`src/rtl/decoder_nx2n_scan.sv`:
```
// rtl/decoder_nx2n_scan.sv - registered N-to-2**N one-hot decoder with direct and auto-scan modes
module decoder_nx2n_scan #(
  parameter int N    = 3,
  parameter int HOLD = 4
) (
  input  logic              clk,
  input  logic              rst,
  input  logic              en,
  input  logic              mode,
  input  logic [N-1:0]      sel,
  output logic [(2**N)-1:0] y,
  output logic [N-1:0]      idx,
  output logic              active,
  output logic              wrap
);

  localparam int W  = 2**N;
  // Wide enough to hold HOLD itself, so the counter can never wrap on its own.
  localparam int HW = $clog2(HOLD + 1);
  localparam logic [HW-1:0] HOLD_LAST = HW'(HOLD - 1);
  localparam logic [N-1:0]  IDX_LAST  = {N{1'b1}};

  typedef enum logic [1:0] {
    IDLE   = 2'd0,
    DIRECT = 2'd1,
    SCAN   = 2'd2
  } state_t;

  state_t          state_q, state_d;
  logic [W-1:0]    y_q, y_d;
  logic [N-1:0]    idx_q, idx_d;
  logic            active_q, active_d;
  logic            wrap_q, wrap_d;
  logic [HW-1:0]   hold_q, hold_d;

  // State and output registers; every output comes straight from a flop.
  always_ff @(posedge clk or posedge rst) begin
    if (rst) begin
      state_q  <= IDLE;
      y_q      <= '0;
      idx_q    <= '0;
      active_q <= 1'b0;
      wrap_q   <= 1'b0;
      hold_q   <= '0;
    end else begin
      state_q  <= state_d;
      y_q      <= y_d;
      idx_q    <= idx_d;
      active_q <= active_d;
      wrap_q   <= wrap_d;
      hold_q   <= hold_d;
    end
  end

  // Next state, index and hold count; y is always derived from the single next index.
  always_comb begin
    state_d  = IDLE;
    idx_d    = '0;
    hold_d   = '0;
    wrap_d   = 1'b0;
    active_d = 1'b0;
    y_d      = '0;

    if (!en) begin
      state_d = IDLE;
    end else if (!mode) begin
      state_d  = DIRECT;
      idx_d    = sel;
      active_d = 1'b1;
    end else if (state_q != SCAN) begin
      // Entering scan always starts from the present sel with a fresh hold period.
      state_d  = SCAN;
      idx_d    = sel;
      active_d = 1'b1;
    end else begin
      state_d  = SCAN;
      active_d = 1'b1;
      if (hold_q == HOLD_LAST) begin
        hold_d = '0;
        idx_d  = idx_q + N'(1);
        wrap_d = (idx_q == IDX_LAST);
      end else begin
        hold_d = hold_q + HW'(1);
        idx_d  = idx_q;
      end
    end

    if (active_d) begin
      y_d = W'(1) << idx_d;
    end
  end

  assign y      = y_q;
  assign idx    = idx_q;
  assign active = active_q;
  assign wrap   = wrap_q;

endmodule

```
`config.mk`:
```
export PLATFORM = sky130hd
export DESIGN_NAME = decoder_nx2n_scan
export DESIGN_NICKNAME = d
export VERILOG_FILES = /design/src/rtl/decoder_nx2n_scan.sv
export SDC_FILE = /design/constraint.sdc
export NUM_CORES = 1
export LEC_CHECK = 0
export ABC_AREA = 1
export BUFFER_PORTS_ARGS = -buffer_cell sky130_fd_sc_hd__buf_2
export CORE_MARGIN = 1.5
export CORE_UTILIZATION = 48
export CTS_CLUSTER_DIAMETER = 60
export DETAILED_ROUTE_END_ITERATION = 8
export GPL_ROUTABILITY_DRIVEN = 0
export HOLD_SLACK_MARGIN = 0.15
export PLACE_DENSITY = 0.74
export SLEW_MARGIN = 20
export SYNTH_ARGS = -nofsm -noshare
export SYNTH_HDL_FRONTEND = slang
export SYNTH_SLANG_ARGS = --single-unit
export TNS_END_PERCENT = 50
```
`constraint.sdc`:
```
create_clock -name clk -period 1.6 [get_ports clk]
set_input_delay 0.32 -clock clk [delete_from_list [all_inputs] [get_ports clk]]
set_output_delay 0.32 -clock clk [all_outputs]
set_load 0.01 [all_outputs]
```
# Yosys cells after proc, flatten, opt, wreduce, memory -nomap -nowiden
# Index checks and enable logic that the tools add are counted.
[op_classes]
add_sub_neg = 2
mul = 0
n_div = 0
order_cmp = 0
n_eq_ne = 3
shifts = 1
n_mux = 16
n_bitwise = 0
n_reduce_logical = 0
[op_table]
columns = ["cell", "count"]
rows = [
  ["3-bit 2-to-1 mux", 8],
  ["8-bit 2-to-1 mux", 1],
  ["1-bit by 3-bit left shift with 8-bit output (first input constant)", 1],
  ["3-bit by 1-bit adder with 3-bit output (second input constant)", 2],
  ["1-bit 2-to-1 mux", 5],
  ["2-bit 2-to-1 mux", 2],
  ["3-bit by 2-bit == test with 1-bit output (second input constant)", 1],
  ["3-bit == test (second input constant)", 1],
  ["2-bit != test (second input constant)", 1],
]
[totals]
reg_bits = 18
latchBits = 0
ram_bits = 0
rom_bits = 0
in_bits = 7
out_inout_bits = 13
wordCells = 28
mem_count = 0

# Depth between registers and ports, before layout
# Gate-level depths: netlist of run 1.
[depth]
ltp_word = 7
mapped_depth = 8
mapped_depth_nobuf = 8

# Worst setup path before layout of run 1
# Ideal clock, no wire load.
[synth_timing]
path_kind = "register to register"
start = "reg idx_q[0] (netlist: idx[0])"
end = "reg y_q[1] (netlist: y[1])"
setup_time_ns = 0.115
arrival_time_ns = 1.289
required_time_ns = 1.485
path_slack_ns = 0.196
path_stages_with_launch = 8
cell_sequence = "dfrtp_1 > ha_1 > ha_1 > nand3_1 > nand3_4 > nand3_2 > inv_2 > nor2_1"
[synth_via]
elab_chain_len = 7
[synth_lines]
columns = ["item", "line_no", "text"]
rows = [
  ["from (decl)", "31", "logic [N-1:0] idx_q, idx_d;"],
  ["from (signal assigned)", "48", "idx_q <= idx_d;"],
  ["3-bit by 1-bit adder with 3-bit output", "80", "idx_d = idx_q + N'(1);"],
  ["3-bit 2-to-1 mux", "78", "if (hold_q == HOLD_LAST) begin"],
  ["3-bit 2-to-1 mux", "70", "end else if (state_q != SCAN) begin"],
  ["3-bit 2-to-1 mux", "66", "end else if (!mode) begin"],
  ["3-bit 2-to-1 mux", "64", "if (!en) begin"],
  ["net idx_d[2]", "31", ""],
  ["1-bit by 3-bit left shift with 8-bit output", "89", "y_d = W'(1) << idx_d;"],
  ["8-bit 2-to-1 mux", "88", "if (active_d) begin"],
  ["net y_d[1]", "30", "logic [W-1:0] y_q, y_d;"],
  ["to (signal assigned)", "47", "y_q <= y_d;"],
  ["to (decl)", "30", ""],
]
# The timed path passes the listed nets, and every way through them passes these cells.

# Final worst setup path of run 1
[layout_timing]
start = "reg hold_q[0]"
end = "reg y_q[7] (netlist: y[7])"
[layout_via]
elab_chain_len = 7
[layout_lines]
columns = ["item", "line_no", "text"]
rows = [
  ["from (decl)", "34", "logic [HW-1:0] hold_q, hold_d;"],
  ["from (signal assigned)", "51", "hold_q <= hold_d;"],
  ["3-bit by 2-bit == test with 1-bit output", "78", ""],
  ["3-bit 2-to-1 mux", "78", ""],
  ["3-bit 2-to-1 mux", "70", ""],
  ["3-bit 2-to-1 mux", "66", ""],
  ["3-bit 2-to-1 mux", "64", ""],
  ["net idx_d[0]", "31", ""],
  ["1-bit by 3-bit left shift with 8-bit output", "89", ""],
  ["8-bit 2-to-1 mux", "88", ""],
  ["net y_d[7]", "30", ""],
]
# The timed path passes the listed nets, and every way through them passes these cells.

==> flow_summary.toml, run 1 <==
[routing]
firstDrtPassIters = 6
routedWlPerCell_microns = 12.0
postRouteAntennaNets = 0
viasPerCell = 5.04
drc = 0
drt-initial-drc-count = 11
wirelength_microns = 1460
vias = 615

[power_and_ir_drop]
netSwitchingFraction_pct = 25.1
internal_power_w = 0.000656
power.density_mw_per_mm2 = 891
seq_power_share_pct = 55.3
cellLeakagePower_nw = 0.559
ir_worst_vdd_mv = 0.610
power.total_w = 0.000875
p_clk_share_pct = 31.9
p_switching_w = 0.000220
p_comb_share_pct = 12.9

[sta]
slew_viol_final = 0
fin_crit_ns = 1.47
slew_headroom_pct = 83.5
hold_violations = 0
rsz0062_at_grt = "false"
fin_skew_ns = 0.00111
final-setup-viol-count = 0
fin_crit_sh_pct = 91.8
worst_pin_slew_ns = 0.248
setup_tns_ns = 0
max_freq_ghz = 0.681

[critical_path]
critPathLaunchType = "flip-flop"
cp-end-kind = "flip-flop"
path_cells = "ha_1 > nand2_1 > nand2_1 > a21oi_1 > nor2_4 > nand2_1 > nor2_1"
crit_start = "hold_q[0]$_DFF_PP0_"
crit_buf_inv = 0
crit_slowest_cell = "dfrtp_1"
critPathKind = "reg -> reg"
crit_path_max_incr_delay_ns = 0.40
path_max_fanout = 6
r2r_start = "hold_q[0]$_DFF_PP0_"
required_ns = 1.79
critPathTopFamily = "simple AND/OR/NAND/NOR gates"
timing.critical_path.arrival_ns = 1.66
critical_path.most_common_cell = "nand2_1"

[logic_synthesis]
yosysWarningCount = 0
synthCells = 82
ys_seq_area_share_pct = 54.6
synthXorXnorAreaFrac_pct = 0
synthTopCellsByCount = "dfrtp_1 (18), nand2_1 (16), nor2_1 (15)"
synth_top_cell_area_share_pct = 54.6
async_flop_share_pct = 100
ys.flop_type = "dfrtp_1"
syn_area_sq_um = 825
synth_compound_area_share_pct = 2.58
synthSimpleGateAreaFrac_pct = 32.8
synthAdderAreaFrac_pct = 4.55
syn-mean-instance-area_sq_um = 10.1
yosys-top-cells-area = "dfrtp_1 (55%), nand2_1 (7.3%), nor2_1 (6.8%)"
syn-num-nets = 92
synth_mux_area_share_pct = 0
synth-seq-cells = 18
yosysMostFrequentCell = "dfrtp_1"
yosysTopAreaCell = "dfrtp_1"
synth_edf_count = 0
synth_top_family_by_area = "simple AND/OR/NAND/NOR gates"
yosys.cell_types.count = 19

[placed_design]
hpwl_microns = 1130
port_buffers = 19

[clock_network]
ctsHoldBuffers = 1
insertion_delay_ns = 0.29
htreeDepth = 1
post_cts_resized = 0
path_clk_slew_ns = 0.10
cts_buffers = 3
clkSinkCount = 18
cts_max_path_buffers = 2
post-cts-setup-buffers = 0
clockRootBuffer = "clkbuf_4"
cts_tree = "done"

[global_route]
grt_util_all_layers_pct = 17.9
grt_pass1_vias = 595
grt_pass1_wl_microns = 2530
grt.overflow.total = 0
antenna_found_initial = 0
grt_max_degree = 19

[finish]
drive_above_1_share_pct = 33.0
layout.nets = 117
area_growth_pct = 19.1
diodes = 0

[die]
die_w_microns = 44.4
die_area_sq_mm = 0.00198
start_util_pct = 52.9
io-pin-count = 20
dieHeight_microns = 44.4
core-area_sq_mm = 0.00156
rows = 14

[min_path]
hp-start = "mode"
min_path_type = "in -> reg"

[job]
cap_violations = 0

[outcome]
status = "finished clean"
-- worst reg2reg max path: cells and delay by family, from the launching register on --
kind	cells	cell delay, ns
fa+ha+maj	1	0.28
compound gates	1	0.23
flops	1	0.40
simple gates	5	0.44
-- logic make-up (layout without fill, tap and decap cells) --
kind of cell / after synthesis / in the layout
simple gates: 49 / 49
flops: 18 / 18
buf+inv: 10 / 34
fa+ha+maj: 3 / 3
compound gates: 2 / 2
-- area by class of cell --
| type | instances | area, sq um |
|---|---|---|
| inverter | 9 | 33.8 |
| timing repair buffer | 21 | 113 |
| sequential | 18 | 450 |
| multi-input combinational | 54 | 329 |
| clock buffer | 4 | 36.3 |
| fill | 119 | 577 |
| tap | 16 | 20.0 |
-- sequential cells by signal, summed over array words and instances, names as in the netlist --
signal   cells
y            8
hold_q       3
idx          3
state_q      2
active       1
wrap         1
-- path summary, 6_finish.rpt --
path	slack, ns	cells after the start	end
hold reg to reg	0.46	1	hold_q[0]$_DFF_PP0_
max in group asynchronous	0.85	4	y[7]$_DFF_PP0_
min in group asynchronous	0.56	4	idx[2]$_DFF_PP0_
setup reg to reg	0.13	7	y[7]$_DFF_PP0_
setup / recovery	0.13	7	y[7]$_DFF_PP0_
hold / removal	0.25	2	state_q[0]$_DFF_PP0_
-- metrics by stage --
step	utilization (%)	instances	hold WS, ns	area (sq um)	worst slack, ns
5_1_grt	63.0	122	0.266	982	0.00526
4_1_cts	63.0	122	0.253	982	0.131
3_5_place_dp	60.0	117	0.343	936	0.145
2_1_floorplan	-	82	0.259	825	0.196
6_report	63.0	122	0.253	982	0.131
3_3_place_gp	60.0	117	0.340	936	0.189
-- placed cells by master, fill, tap and decap left out --
cell type,n
ha_1,3
nand3_1,7
buf_2,19
nand3_4,1
buf_4,1
clkbuf_8,1
o21ai_4,1
dfrtp_1,18
or2_4,1
nand3_2,1
nor4_1,2
inv_1,8
clkbuf_4,3
nor2_4,1
nor2_8,1
nor2_2,1
nand3b_4,1
inv_2,1
dlygate4sd3_1,1
nor2_1,15
nand2_1,16
nand2_2,2
a21oi_1,1
-- power groups by stage --
stage / sequential [W] / clock, W / combinational [W]
2_1_floorplan: 0.000501 / 0 / 0.0000649
4_1_cts: 0.000484 / 0.000284 / 0.000114
5_1_grt: 0.000487 / 0.000295 / 0.000126
6_report: 0.000484 / 0.000279 / 0.000113
3_5_place_dp: 0.000493 / 0 / 0.000112
3_3_place_gp: 0.000492 / 0 / 0.000110
-- layer usage --
metal / up-vias / part of all wire [%] / GRT usage, %
met2: 17 / 49 / 31.2
met3: 4 / 4.7 / 2.86
met4: 0 / 1.7 / 9.09
met5: - / 0 / 0
li1: 310 / - / -
met1: 284 / 45 / 21.3
No activity file was read; power rests on OpenSTA's default activity.
==> inputs of run 2 (changes only) <==
--- a/config.mk
+++ b/config.mk
@@ -14,6 +14,7 @@
 export GPL_ROUTABILITY_DRIVEN = 0
 export HOLD_SLACK_MARGIN = 0.15
 export PLACE_DENSITY = 0.74
+export RECOVER_POWER = 100
 export SLEW_MARGIN = 20
 export SYNTH_ARGS = -nofsm -noshare
 export SYNTH_HDL_FRONTEND = slang
==> flow_summary.toml, run 2 (synthesis results as in run 1) <==
[routing]
drt-initial-drc-count = 16
firstDrtPassIters = 6
vias = 631
viasPerCell = 5.17
postRouteAntennaNets = 0
drc = 0
routedWlPerCell_microns = 11.9
wirelength_microns = 1460

[sta]
rsz0062_at_grt = "false"
slew_headroom_pct = 64.8
worst_pin_slew_ns = 0.528
fin_crit_sh_pct = 92.2
slew_viol_final = 0
final-setup-viol-count = 0
hold_violations = 0
setup_tns_ns = 0
fin_crit_ns = 1.47
fin_skew_ns = 0.00271
max_freq_ghz = 0.678

[clock_network]
cts_tree = "done"
htreeDepth = 1
path_clk_slew_ns = 0.10
clockRootBuffer = "clkbuf_4"
cts_buffers = 3
insertion_delay_ns = 0.29
clkSinkCount = 18
cts_max_path_buffers = 2

[global_route]
grt_max_degree = 19
grt_util_all_layers_pct = 17.9
grt_pass1_vias = 595
grt.overflow.total = 0
grt_pass1_wl_microns = 2530
antenna_found_initial = 0

[finish]
diodes = 0
fillers = 127
layout_commonest_cell = "dfrtp_1"
drive_above_1_share_pct = 19.8
fin_util_pct = 61.7
multi_input_area_sq_um = 329
layout_common_cells = "dfrtp_1 (18), nand2_1 (16), nor2_1 (15)"
regArea_sq_um = 450
instances_no_fill = 122
layout.nets = 117
area_growth_pct = 16.7
largest_register_ff_count = 8

[die]
die_area_sq_mm = 0.00198
io-pin-count = 20
die_w_microns = 44.4
dieHeight_microns = 44.4
start_util_pct = 52.9
rows = 14
core-area_sq_mm = 0.00156

[power_and_ir_drop]
power.density_mw_per_mm2 = 902
cellLeakagePower_nw = 0.506
ir_worst_vdd_mv = 0.602

[critical_path]
critical_path.most_common_cell = "ha_1"
crit_path_max_incr_delay_ns = 0.42
crit_slowest_cell = "dfrtp_1"
timing.critical_path.arrival_ns = 1.67
path_cells = "ha_1 > ha_1 > nand3_1 > nand3_4 > nand3_2 > inv_2 > nor2_1"
path_max_fanout = 4
critPathKind = "reg -> reg"
crit_buf_inv = 1
required_ns = 1.79
critPathLaunchType = "flip-flop"
critPathTopFamily = "adder cells"
cp-end-kind = "flip-flop"

[placed_design]
port_buffers = 19
hpwl_microns = 1130
placed_cells = 117

[job]
cap_violations = 0

[outcome]
status = "finished clean"

[min_path]
min_path_type = "in -> reg"
run 2: changes by cell type in the layout (fill, tap and decap cells not counted):
cell,change
clkbuf_2,+1
buf_4,-1
buf_2,-14
clkbuf_1,+14
run 2: area by class of cell:
class	instances	share of cell area, %
inverter	9	3.51
tap	16	2.08
sequential	18	46.8
clock buffer	4	3.77
timing repair buffer	21	9.62
multi-input combinational	54	34.2
run 2: path summary, 6_finish.rpt:
path | start | endpoint | slack (ns) | cells after the start
min | mode | state_q[0]$_DFF_PP0_ | 0.26 | 2
max in group asynchronous | rst | idx[0]$_DFF_PP0_ | 0.67 | 4
max | idx[0]$_DFF_PP0_ | y[2]$_DFF_PP0_ | 0.13 | 7
max reg2reg | idx[0]$_DFF_PP0_ | y[2]$_DFF_PP0_ | 0.13 | 7
min in group asynchronous | rst | y[4]$_DFF_PP0_ | 0.64 | 4
min reg2reg | hold_q[0]$_DFF_PP0_ | hold_q[0]$_DFF_PP0_ | 0.46 | 1
run 2: report_power, final:
part	switching (W)	internal, W
clock	0.000138	0.000139
combinational	0.0000688	0.0000380
sequential	0.0000113	0.000473
total	0.000218	0.000650
run 2: timing repair:
item                      in CTS  in global routing
hold buffers                   1                  0
hold endpoints to repair      18                  0
resized for setup              0                  0
buffers inserted               0                  0
run 2: routing by layer:
layer / routed length [microns] / part of all wire (%) / track usage [%]
met2: 719 / 49 / 31.2
met1: 615 / 42 / 21.3
met3: 84 / 5.8 / 2.86
met5: 0 / 0 / 0
met4: 36 / 2.5 / 9.09
run 2: metrics by stage:
stage	setup WS [ns]	hold WS (ns)	power (W)	area, sq um
after floorplan	0.196	0.259	0.000566	825
after global placement	0.189	0.340	0.000602	936
after detailed placement	0.145	0.343	0.000606	936
after CTS	0.131	0.253	0.000883	982
after global routing	0.00526	0.266	0.000903	962
final	0.126	0.259	0.000868	962
==> inputs of run 3 (changes only) <==
--- a/config.mk
+++ b/config.mk
@@ -15,7 +15,7 @@
 export HOLD_SLACK_MARGIN = 0.15
 export PLACE_DENSITY = 0.74
 export RECOVER_POWER = 100
-export SLEW_MARGIN = 20
+export SKIP_LAST_GASP = 1
 export SYNTH_ARGS = -nofsm -noshare
 export SYNTH_HDL_FRONTEND = slang
 export SYNTH_SLANG_ARGS = --single-unit
==> constraint.sdc (replaced) <==
create_clock -name clk -period 1.59 [get_ports clk]
set_input_delay 0.318 -clock clk [delete_from_list [all_inputs] [get_ports clk]]
set_output_delay 0.318 -clock clk [all_outputs]
set_load 0.01 [all_outputs]
==> flow_summary.toml, run 3 (synthesis results as in run 1) <==
[outcome]
status = "finished clean"

[sta]
fin_crit_ns = 1.48
final-setup-viol-count = 0
fin_skew_ns = 0.00142
slew_viol_final = 0
setup_ws_ns = 0.106
rsz0062_at_grt = "false"
setup_tns_ns = 0
slew_headroom_pct = 71.1
hold_violations = 0
fin_crit_sh_pct = 93.3
worst_pin_slew_ns = 0.433
max_freq_ghz = 0.674

[placed_design]
port_buffers = 19
placed_cells = 117
post-place-ws_ns = 0.135
placed_area_sq_um = 936
hpwl_microns = 1130

[clock_network]
clockRootBuffer = "clkbuf_4"
cts_max_path_buffers = 2
clkSinkCount = 18
path_clk_slew_ns = 0.10
insertion_delay_ns = 0.29
cts_buffers = 3
htreeDepth = 1
cts_tree = "done"

[die]
dieHeight_microns = 44.4
start_util_pct = 52.9
rows = 14
die_w_microns = 44.4
die_area_sq_mm = 0.00198
io-pin-count = 20
core-area_sq_mm = 0.00156

[power_and_ir_drop]
p_clk_share_pct = 31.8
internal_power_w = 0.000654
netSwitchingFraction_pct = 25.0
cellLeakagePower_nw = 0.508
p_switching_w = 0.000219
power.density_mw_per_mm2 = 905
seq_power_share_pct = 55.8
ir_worst_vdd_mv = 0.611
p_comb_share_pct = 12.4

[finish]
area_growth_pct = 17.0
layout.nets = 117
instances_no_fill = 122
layout_commonest_cell = "dfrtp_1"
layout_common_cells = "dfrtp_1 (18), nand2_1 (17), nor2_1 (15)"
final_area_sq_um = 965
drive_above_1_share_pct = 20.8
diodes = 0
largest_register_ff_count = 8

[critical_path]
path_max_fanout = 4
crit_slowest_cell = "dfrtp_1"
path_cells = "ha_1 > ha_1 > nand3_1 > nand3_4 > nand2_1 > nand2_1 > nor2_1"
critPathTopFamily = "simple AND/OR/NAND/NOR gates"
crit_path_max_incr_delay_ns = 0.42
timing.critical_path.arrival_ns = 1.71
critPathKind = "reg -> reg"
crit_buf_inv = 0
required_ns = 1.82
critPathLaunchType = "flip-flop"
cp-end-kind = "flip-flop"

[routing]
firstDrtPassIters = 6
postRouteAntennaNets = 0
vias = 617
routedWlPerCell_microns = 12.1
viasPerCell = 5.06
drc = 0
drt-initial-drc-count = 11
wirelength_microns = 1480

[global_route]
grt_max_degree = 19
grt_pass1_wl_microns = 2530
grt_util_all_layers_pct = 17.9
grt_pass1_vias = 595
grt.overflow.total = 0
antenna_found_initial = 0

[min_path]
min_path_type = "in -> reg"

[job]
cap_violations = 0
-- run 3: changes by cell type in the layout (fill, tap and decap cells not counted) --
cell / delta
buf_2: +1
a21oi_2: +1
clkbuf_1: -1
nand2_2: -1
nand2_1: +1
a21oi_1: -1
-- run 3: metrics by stage --
stage / utilization, % / total power (W) / hold slack [ns]
2_1_floorplan: - / 0.000570 / 0.257
3_3_place_gp: 60.0 / 0.000606 / 0.338
3_5_place_dp: 60.0 / 0.000609 / 0.341
4_1_cts: 63.0 / 0.000888 / 0.251
5_1_grt: 61.9 / 0.000910 / 0.264
6_report: 61.9 / 0.000873 / 0.253
-- run 3: worst register-to-register path, cell delays in order (launching register included) --
cell	delay (ns)
dfrtp_1	0.42
ha_1	0.21
ha_1	0.27
nand3_1	0.13
nand3_4	0.09
nand2_1	0.13
nand2_1	0.06
nor2_1	0.11
-- run 3: worst paths after layout --
check                                    start              endpoint  slack [ns]  cells after the start
setup / recovery              idx[0]$_DFF_PP0_        y[0]$_DFF_PP0_        0.11                      7
hold reg to reg            hold_q[0]$_DFF_PP0_   hold_q[0]$_DFF_PP0_        0.45                      1
max in group asynchronous                  rst        y[7]$_DFF_PP0_        0.66                      4
setup reg to reg              idx[0]$_DFF_PP0_        y[0]$_DFF_PP0_        0.11                      7
hold / removal                            mode  state_q[0]$_DFF_PP0_        0.25                      2
min in group asynchronous                  rst      idx[2]$_DFF_PP0_        0.64                      4
-- run 3: power groups by stage --
stage / Clock, W / Combinational (W) / Sequential (W)
2_1_floorplan: 0 / 0.0000653 / 0.000504
3_3_place_gp: 0 / 0.000110 / 0.000495
3_5_place_dp: 0 / 0.000113 / 0.000496
4_1_cts: 0.000286 / 0.000115 / 0.000487
5_1_grt: 0.000297 / 0.000122 / 0.000491
6_report: 0.000277 / 0.000108 / 0.000487
-- run 3: cell type report --
cell class	count	area, sq um
timing repair buffer	21	93.8
fill	126	594
sequential	18	450
clock buffer	4	36.3
inverter	9	33.8
tap	16	20.0
multi-input combinational	54	330
-- run 3: routing by layer --
layer	global-route usage (%)	part of all wire [%]	up-vias
met5	0	0	-
met4	9.09	1.8	0
met3	2.86	6.5	5
met2	31.2	47	23
met1	21.3	44	282
li1	-	-	307
-- run 3: what timing repair did --
item | 4_1_cts | 5_1_grt
endpoints found under the hold margin | 18 | 0
setup buffers | 0 | 0
gates resized for setup | 0 | 1
hold buffers | 1 | 0
endpoints found under the setup margin | 0 | 1
